==> config.mk <==
export PLATFORM = sky130hd
export DESIGN_NAME = out_collector
export DESIGN_NICKNAME = d
export VERILOG_FILES = /design/src/rtl/out_collector_pkg.sv /design/src/rtl/col_fifo.sv /design/src/rtl/out_collector.sv
export SDC_FILE = /design/constraint.sdc
export NUM_CORES = 1
export LEC_CHECK = 0
export CAP_MARGIN = 0
export CORE_AREA = 4 4 290 292
export DETAILED_ROUTE_END_ITERATION = 10
export DIE_AREA = 0 0 294 296
export HOLD_SLACK_MARGIN = 0.06
export PLACE_DENSITY = 0.78
export SLEW_MARGIN = 10
export SYNTH_ARGS = -nofsm -noshare
export SYNTH_HDL_FRONTEND = slang
export SYNTH_SLANG_ARGS = --single-unit
==> constraint.sdc <==
create_clock -name clk -period 7.61 [get_ports clk]
set_input_delay 0.761 -clock clk [delete_from_list [all_inputs] [get_ports clk]]
set_output_delay 0.761 -clock clk [all_outputs]
set_load 0.02 [all_outputs]
==> src/rtl/out_collector_pkg.sv <==
`default_nettype none
// ============================================================================
// Module      : out_collector_pkg
// Description : Shared defaults for the systolic array output path (column
//               count, partial-sum width, per-column buffer depth) and a
//               log2 helper used to size buffer pointers.
// Revision    : 1.0 - initial release
// ============================================================================
package out_collector_pkg;

    localparam int COL_DEF     = 8;
    localparam int PSUM_BW_DEF = 16;
    localparam int DEPTH_DEF   = 8;

    // Ceiling log2, evaluated at elaboration time for pointer widths.
    function automatic int clog2(input int value);
        int r;
        r = 0;
        for (int i = 0; i < 31; i++) begin
            if ((1 << i) < value) begin
                r = i + 1;
            end
        end
        return r;
    endfunction

endpackage : out_collector_pkg
`default_nettype wire

==> src/rtl/col_fifo.sv <==
`default_nettype none
// ============================================================================
// Module      : col_fifo
// Description : Single-column circular buffer for the output collector.
//               Pointers carry one extra wrap bit so full and empty are
//               distinguishable without a separate occupancy counter.
// Ports       : clk     - clock, rising edge
//               reset   - synchronous active-high reset
//               wr_i    - write strobe for din_i
//               rd_i    - pop strobe (only asserted when every column has data)
//               din_i   - data in
//               dout_o  - head-of-buffer data (combinational read)
//               full_o  - buffer holds DEPTH entries
//               empty_o - buffer holds no entries
//               drop_o  - this cycle's write is being discarded
// Revision    : 1.0 - initial release
// ============================================================================
module col_fifo
    import out_collector_pkg::*;
#(
    parameter int DW    = PSUM_BW_DEF,
    parameter int DEPTH = DEPTH_DEF
) (
    input  logic          clk,
    input  logic          reset,
    input  logic          wr_i,
    input  logic          rd_i,
    input  logic [DW-1:0] din_i,
    output logic [DW-1:0] dout_o,
    output logic          full_o,
    output logic          empty_o,
    output logic          drop_o
);

    localparam int AW = clog2(DEPTH);

    logic [AW:0]   wptr_q, wptr_d;
    logic [AW:0]   rptr_q, rptr_d;
    logic [DW-1:0] mem_q [DEPTH];
    logic          w_wr_en;
    logic          w_rd_en;

    assign full_o  = (wptr_q[AW-1:0] == rptr_q[AW-1:0]) && (wptr_q[AW] != rptr_q[AW]);
    assign empty_o = (wptr_q == rptr_q);

    // A full buffer still accepts a write when the same cycle pops, since the
    // slot being written is the one being vacated.
    assign w_wr_en = wr_i && (!full_o || rd_i);
    assign w_rd_en = rd_i && !empty_o;
    assign drop_o  = wr_i && !w_wr_en;

    always_comb begin
        wptr_d = wptr_q;
        rptr_d = rptr_q;
        if (w_wr_en) begin
            wptr_d = wptr_q + {{AW{1'b0}}, 1'b1};
        end
        if (w_rd_en) begin
            rptr_d = rptr_q + {{AW{1'b0}}, 1'b1};
        end
    end

    always_ff @(posedge clk) begin
        if (reset) begin
            wptr_q <= '0;
            rptr_q <= '0;
        end else begin
            wptr_q <= wptr_d;
            rptr_q <= rptr_d;
        end
    end

    // Storage is not reset: stale contents are unreachable while empty.
    always_ff @(posedge clk) begin
        if (w_wr_en && !reset) begin
            mem_q[wptr_q[AW-1:0]] <= din_i;
        end
    end

    assign dout_o = mem_q[rptr_q[AW-1:0]];

endmodule : col_fifo
`default_nettype wire

==> src/rtl/out_collector.sv <==
`default_nettype none
// ============================================================================
// Module      : out_collector
// Description : Deskews the south-edge partial sums of a systolic array.
//               Each column fills its own buffer as results arrive; a row is
//               popped only once every column holds at least one entry.
// Ports       : clk        - clock, rising edge
//               reset      - synchronous active-high reset
//               in_s       - packed column psums, column i at [psum_bw*i +: psum_bw]
//               valid      - per-column write strobe
//               rd         - pop request for one aligned row
//               out        - registered popped row (1-cycle latency)
//               o_valid    - every column non-empty
//               o_ready    - no column full
//               o_overflow - sticky flag, a write was dropped
// Revision    : 1.0 - initial release
// ============================================================================
module out_collector
    import out_collector_pkg::*;
#(
    parameter int col     = COL_DEF,
    parameter int psum_bw = PSUM_BW_DEF,
    parameter int depth   = DEPTH_DEF
) (
    input  logic                   clk,
    input  logic                   reset,
    input  logic [psum_bw*col-1:0] in_s,
    input  logic [col-1:0]         valid,
    input  logic                   rd,
    output logic [psum_bw*col-1:0] out,
    output logic                   o_valid,
    output logic                   o_ready,
    output logic                   o_overflow
);

    logic [col-1:0]         w_empty;
    logic [col-1:0]         w_full;
    logic [col-1:0]         w_drop;
    logic [psum_bw*col-1:0] w_row;
    logic                   w_pop;

    logic [psum_bw*col-1:0] out_q, out_d;
    logic                   ovf_q, ovf_d;

    // Status depends only on pointer state, so no combinational path from
    // rd or valid reaches o_valid / o_ready.
    assign o_valid = &(~w_empty);
    assign o_ready = &(~w_full);
    assign w_pop   = rd && o_valid;

    for (genvar i = 0; i < col; i++) begin : g_col
        col_fifo #(
            .DW    (psum_bw),
            .DEPTH (depth)
        ) u_col_fifo (
            .clk     (clk),
            .reset   (reset),
            .wr_i    (valid[i]),
            .rd_i    (w_pop),
            .din_i   (in_s[psum_bw*i +: psum_bw]),
            .dout_o  (w_row[psum_bw*i +: psum_bw]),
            .full_o  (w_full[i]),
            .empty_o (w_empty[i]),
            .drop_o  (w_drop[i])
        );
    end

    always_comb begin
        out_d = out_q;
        ovf_d = ovf_q | (|w_drop);
        if (w_pop) begin
            out_d = w_row;
        end
    end

    always_ff @(posedge clk) begin
        if (reset) begin
            out_q <= '0;
            ovf_q <= 1'b0;
        end else begin
            out_q <= out_d;
            ovf_q <= ovf_d;
        end
    end

    assign out        = out_q;
    assign o_overflow = ovf_q;

endmodule : out_collector
`default_nettype wire

## Word-level counts from Yosys, hierarchy flattened

Memories as Yosys holds them, arrays and structs flattened. A register that Yosys moved wholly into a read port is not among the register bits.
Index checks and enable logic that the tools add are counted.

| storage, ports and cells | value |
|---|---|
| ROM bits | 0 |
| latch bits | 0 |
| RAM bits | 1,024 |
| memories | 8 |
| flip-flop bits (word level) | 65 |
| input port bits | 139 |

| operators by class | value |
|---|---|
| shift operators | 0 |
| equality and inequality tests | 24 |
| add/sub/neg operators | 16 |
| bitwise operators | 3 |
| $mul | 0 |
| muxes and demuxes | 16 |
| $lt $le $gt $ge | 0 |
| reduce and logical (&&, ||, !) cells | 77 |
| div/mod/pow operators | 0 |

Memories:

| memory | words | width | rd ports | clocked after memory_dff | wr ports | RTL line | source |
|---|---|---|---|---|---|---|---|
| g_col[0].u_col_fifo.mem_q | 8 | 16 | 1 | 1 | 1 | col_fifo.sv:39 | `logic [DW-1:0] mem_q [DEPTH];` |
| g_col[1].u_col_fifo.mem_q | 8 | 16 | 1 | 1 | 1 | col_fifo.sv:39 |  |
| g_col[2].u_col_fifo.mem_q | 8 | 16 | 1 | 1 | 1 | col_fifo.sv:39 |  |
| g_col[3].u_col_fifo.mem_q | 8 | 16 | 1 | 1 | 1 | col_fifo.sv:39 |  |
| g_col[4].u_col_fifo.mem_q | 8 | 16 | 1 | 1 | 1 | col_fifo.sv:39 |  |
| g_col[5].u_col_fifo.mem_q | 8 | 16 | 1 | 1 | 1 | col_fifo.sv:39 |  |
| +2 memories | -- | -- | -- | -- | -- | -- |  |

Operators with widths:

| kind | count |
|---|---|
| adder 4 x 1 -> 4 bit, second input constant | 16 |
| logical AND 1 bit | 41 |
| equality test 4 bit | 8 |
| zero test 1 bit | 25 |
| equality test 3 bit | 8 |
| two-way mux 1 bit | 16 |
| NOT 8 bit | 2 |
| AND reduction 8 bit | 2 |
| logical OR 1 bit | 8 |
| inequality test 1 bit | 8 |
| OR reduction 8 bit | 1 |
| bitwise OR 1 bit | 1 |

## Logic depth before layout (Yosys ltp)

| depth | value |
|---|---|
| word-level depth | 10 |
| gate-level depth with buffers | 10 |
| depth with buffers taken out | 7 |

## By module

Synthesis repeated with hierarchy kept, for this count alone.

| unflattened totals | value |
|---|---|
| cell total of the unflattened synthesis | 2,736 |
| area total of the unflattened synthesis | 49,897.9 um^2 |

By module, submodules not included:

| module | area each (um^2) | instances | cells an instance |
|---|---|---|---|
| col_fifo at g_col[0].u_col_fifo ... | 5,514.0 | 7 | 271 |
| out_collector | 5,786.8 | 1 | 567 |
| col_fifo at g_col[7].u_col_fifo | 5,512.8 | 1 | 272 |

## Least setup slack after synthesis

No wires, ideal clock.

| timing path | value |
|---|---|
| path type | in2reg |
| start point | input port rd |
| end point | memory g_col[2].u_col_fifo.mem_q[7][0] (netlist bit) (enable) |
| data required time | 7,174 ps |
| setup slack | 3,878 ps |
| path buffers | 2 |
| arrival | 3,296 ps |
| setup time | 436 ps |
| stages on the path | 4 |
| cells stage by stage | clkbuf_1 > clkbuf_1 > a21oi_1 > nor4b_1 |

| on the way | value |
|---|---|
| cells in the longest elaborated chain, start to end | 6 |

Ends and longest elaborated chain:

| what | RTL line | source |
|---|---|---|
| start: declaration | out_collector.sv:29 | `input logic rd,` |
| logical AND 1 bit | out_collector.sv:49 | `assign w_pop = rd && o_valid;` |
| logical OR 1 bit | col_fifo.sv:48 | `assign w_wr_en = wr_i && (!full_o \|\| rd_i);` |
| logical AND 1 bit | col_fifo.sv:48 |  |
| logical AND 1 bit | col_fifo.sv:75 | `if (w_wr_en && !reset) begin` |
| two-way mux 1 bit | col_fifo.sv:75 |  |
| two-way mux 1 bit (not written as such) | col_fifo.sv:76 | `mem_q[wptr_q[AW-1:0]] <= din_i;` |
| end: declaration | col_fifo.sv:39 |  |

No other way between the ends.

## Worst setup path after layout

| timing path | value |
|---|---|
| start point | register g_col[2].u_col_fifo.rptr_q[1] |
| end point | output port o_valid |

| on the way | value |
|---|---|
| cells in the longest elaborated chain, start to end | 3 |

Ends and longest elaborated chain:

| what | RTL line | source |
|---|---|---|
| start: declaration | col_fifo.sv:38 | `logic [AW:0] rptr_q, rptr_d;` |
| start signal: assignment | col_fifo.sv:69 | `rptr_q <= rptr_d;` |
| equality test 4 bit | col_fifo.sv:44 | `assign empty_o = (wptr_q == rptr_q);` |
| NOT 8 bit | out_collector.sv:47 | `assign o_valid = &(~w_empty);` |
| AND reduction 8 bit | out_collector.sv:47 |  |
| end: declaration | out_collector.sv:31 | `output logic o_valid,` |

No other way between the ends.

==> impl_metrics.csv <==
group,metric,value,unit
grt,antenna_found_initial,6,
clocking,clkSinkCount,1217,
place,io_buffers,269,
yosys,synth_edf_count,1024,
clocking,cts_setup_buffers,0,
clocking,cts_root_buf,"clkbuf_16",
sta,holdWs,0.5296,ns
detailed_routing,detail_route.vias_per_cell,6.309,
yosys,synth_top_family_by_area,"multiplexers",
sta,hold_viol,0,
yosys,yosysTopAreaCellShare,63.44,%
critical_path,cp.arrival,3.97,ns
floorplan,die_w,294,µm
place,dp_hpwl,62500,µm
hold_path,hp-start,"out[100]",
yosys,synthAdderAreaFrac,0.4131,%
yosys,synth-main-ff-cell,"edfxtp_1",
sta,finalClockSkew,0.02010,ns
detailed_routing,first_pass_iters,5,
clocking,path_clk_slew,0.06,ns
yosys,synth_compound_area_share,6.795,%
yosys,ys_ff_latch,1217,
yosys,yosysMostFrequentCell,"edfxtp_1",
critical_path,reg2reg_depth,8,
yosys,syn-instance-count,2578,
floorplan,io_pins,270,
yosys,synth_cell_type_count,52,
sta,max_freq,211.6,MHz
layout,final_area,0.05653,mm²
yosys,async_flop_share,0,%
floorplan,die_h,296,µm
hold_path,hp-class,"register to register",
layout,drive_gt1_share,27.10,%
outcome,status,"completed",
detailed_routing,drt-initial-drc-count,2746,
grt,grt_pass1_wl,161300,µm
critical_path,critPathKind,"register to primary output",
critical_path,cp-startpoint,"g_col[2].u_col_fifo.rptr_q[1]",
floorplan,die_area,0.08702,mm²
power,leakage,16.95,nW
sta,worst_slew_pin_slew,1.240,ns
sta,setup_violations,0,
layout,syn2layout_area_growth,16.63,%
yosys,yosysSeqAreaShare,71.42,%
sta,period_needed,4.726,ns
critical_path,cp_data_required_time,6.85,ns
yosys,synthXorXnorAreaFrac,0.5783,%
place,place_area,0.05254,mm²
yosys,synthesis.area,0.04847,mm²
sta,setup_tns,0,ns
critical_path,regToRegSetupSlack,3.18,ns
clocking,cts_hold_buffers,0,
grt,grt_pass1_vias,26200,
floorplan,rows,105,
critical_path,startpoint_type,"register",
grt,grt_max_degree,111,
place,gp_congestion,0.7925,
detailed_routing,drc,0,
yosys,synth-simple-area-share,3.679,%
clocking,cts_buffers,115,
clocking,htree_levels,3,
sta,setup_ws,2.884,ns
floorplan,start_util,59.41,%
critical_path,r2r-end,"g_col[6].u_col_fifo.mem_q[1][10]",
critical_path,path_max_fanout,101,
yosys,syn_area_per_cell,18.80,µm²
yosys,synthesis.nets,2733,
clocking,cts_buffer_depth,3,
sta,final-max-slew-violation-count,0,
detailed_routing,postRouteAntennaNets,0,
hold_path,worstHoldEndpoint,"out[100]",
sta,post-route-period-util,62.10,%
yosys,yosysWarningCount,0,
detailed_routing,via_count,25430,
grt,overflow,0,
detailed_routing,routedWlPerCell,25.85,µm
sta,rsz0062_at_grt,"false",
power,irDropWorstVdd,0.2196,mV
clocking,post_cts_resized,0,
layout,finalNetCount,3011,
yosys,synthMuxAreaShare,14.80,%
critical_path,end_kind,"primary output",
floorplan,core-area,0.08158,mm²
yosys,yosys.area.top_type,"edfxtp_1",
critical_path,r2r_start,"g_col[2].u_col_fifo.rptr_q[1]",
place,dpl_worst_slack,3.032,ns
sta,slew_headroom,17.22,%
grt,track_usage,24.18,%
detailed_routing,routed_wl,104200,µm
clocking,clock_latency,0.68,ns
layout,fin_util,69.28,%
job,maxCapViolCount,0,
yosys,yosys-top-cells-area,"edfxtp_1, mux4_2, dfxtp_1",
power,power_density,242.0,mW/mm²
clocking,cts_tree,"done",
hold_path,worstHoldPathCells,2,
yosys,synthTopCellsByCount,"edfxtp_1, mux4_2, dfxtp_1",
[per-layer routing]
metal	up-vias	share of wire, %	wire length [µm]	GRT usage [%]
met4	2	2.2	2269	6.782
met5	-	0.012	12	0
met2	915	51	53350	40.68
li1	11110	-	-	-
met1	13250	40	41940	33.38
met3	153	6.4	6624	4.059
[power breakdown]
part	switching (mW)	total, mW	leakage (nW)	internal (mW)
Clock	2.49	5.91	1.90	3.42
Combinational	0.269	0.425	4.24	0.156
Sequential	0.0412	7.34	10.8	7.30
[area by class of cell]
type	instances	area, µm²
Multi-Input combinational cell	1141	13130
Sequential cell	1217	34620
Clock inverter	86	937.1
Inverter	26	105.1
Clock buffer	131	3020
Timing Repair Buffer	355	3359
Antenna cell	5	12.51
Tap cell	1070	1339
Fill cell	4860	25060
[worst max path at each step]
stage,end,slack (ns),cells past startpoint
after floorplan,g_col[2].u_col_fifo.mem_q[7][0],3.88,4
after global placement,g_col[6].u_col_fifo.mem_q[6][8],3.18,7
after detailed placement,g_col[6].u_col_fifo.mem_q[5][14],3.03,7
after CTS,o_valid,2.82,6
after global routing,o_valid,2.65,6
final,o_valid,2.88,6
[cells by family (layout without fill, tap and decap cells)]
group                      Yosys count  after routing
muxes                              395            395
and+or+nand+nor                    305            305
adders and majority gates           16             16
DFF                               1217           1217
AOI/OAI and AO/OA                  393            393
other                                0              5
xor gates and xnor gates            32             32
buffers and inverters              220            598
[critical path: stages, from the launching register on]
cell             delay, ns
dfxtp_1               1.13
xor2_1                0.24
nor3_1                0.14
a32oi_1               0.29
nand4_4               0.18
inv_8                 0.53
clkdlybuf4s50_1       0.73
[registers in the layout (all words and copies together), names as in the netlist]
register,flops
g_col.u_col_fifo.wptr_q,32
g_col.u_col_fifo.rptr_q,32
o_overflow,1
g_col.u_col_fifo.mem_q,1024
out,128
[through the flow]
stage,instances,power [mW]
floorplan,2578,7.665
global placement,3809,7.879
detailed placement,3809,7.907
CTS,4026,13.77
global route,4029,14.12
finish,4031,13.68
[cell usage in the layout (no fill, tap or decap), types with 16 or more instances in the layout]
master,instances
mux2i_1,128
ha_1,16
edfxtp_1,1024
buf_4,85
nand3_1,45
a21oi_2,46
mux4_2,256
clkinv_2,24
nor3_2,25
nor3_1,19
o21ai_0,27
clkdlybuf4s50_1,267
o311ai_0,23
a211oi_2,122
nor2_1,45
dfxtp_1,185
clkinvlp_4,18
nand2b_1,36
bufinv_16,16
nor4_2,21
clkbuf_16,117
a21oi_1,132
or3_1,16
xor2_1,20
inv_1,24
No activity file was read; power rests on OpenSTA's default activity.
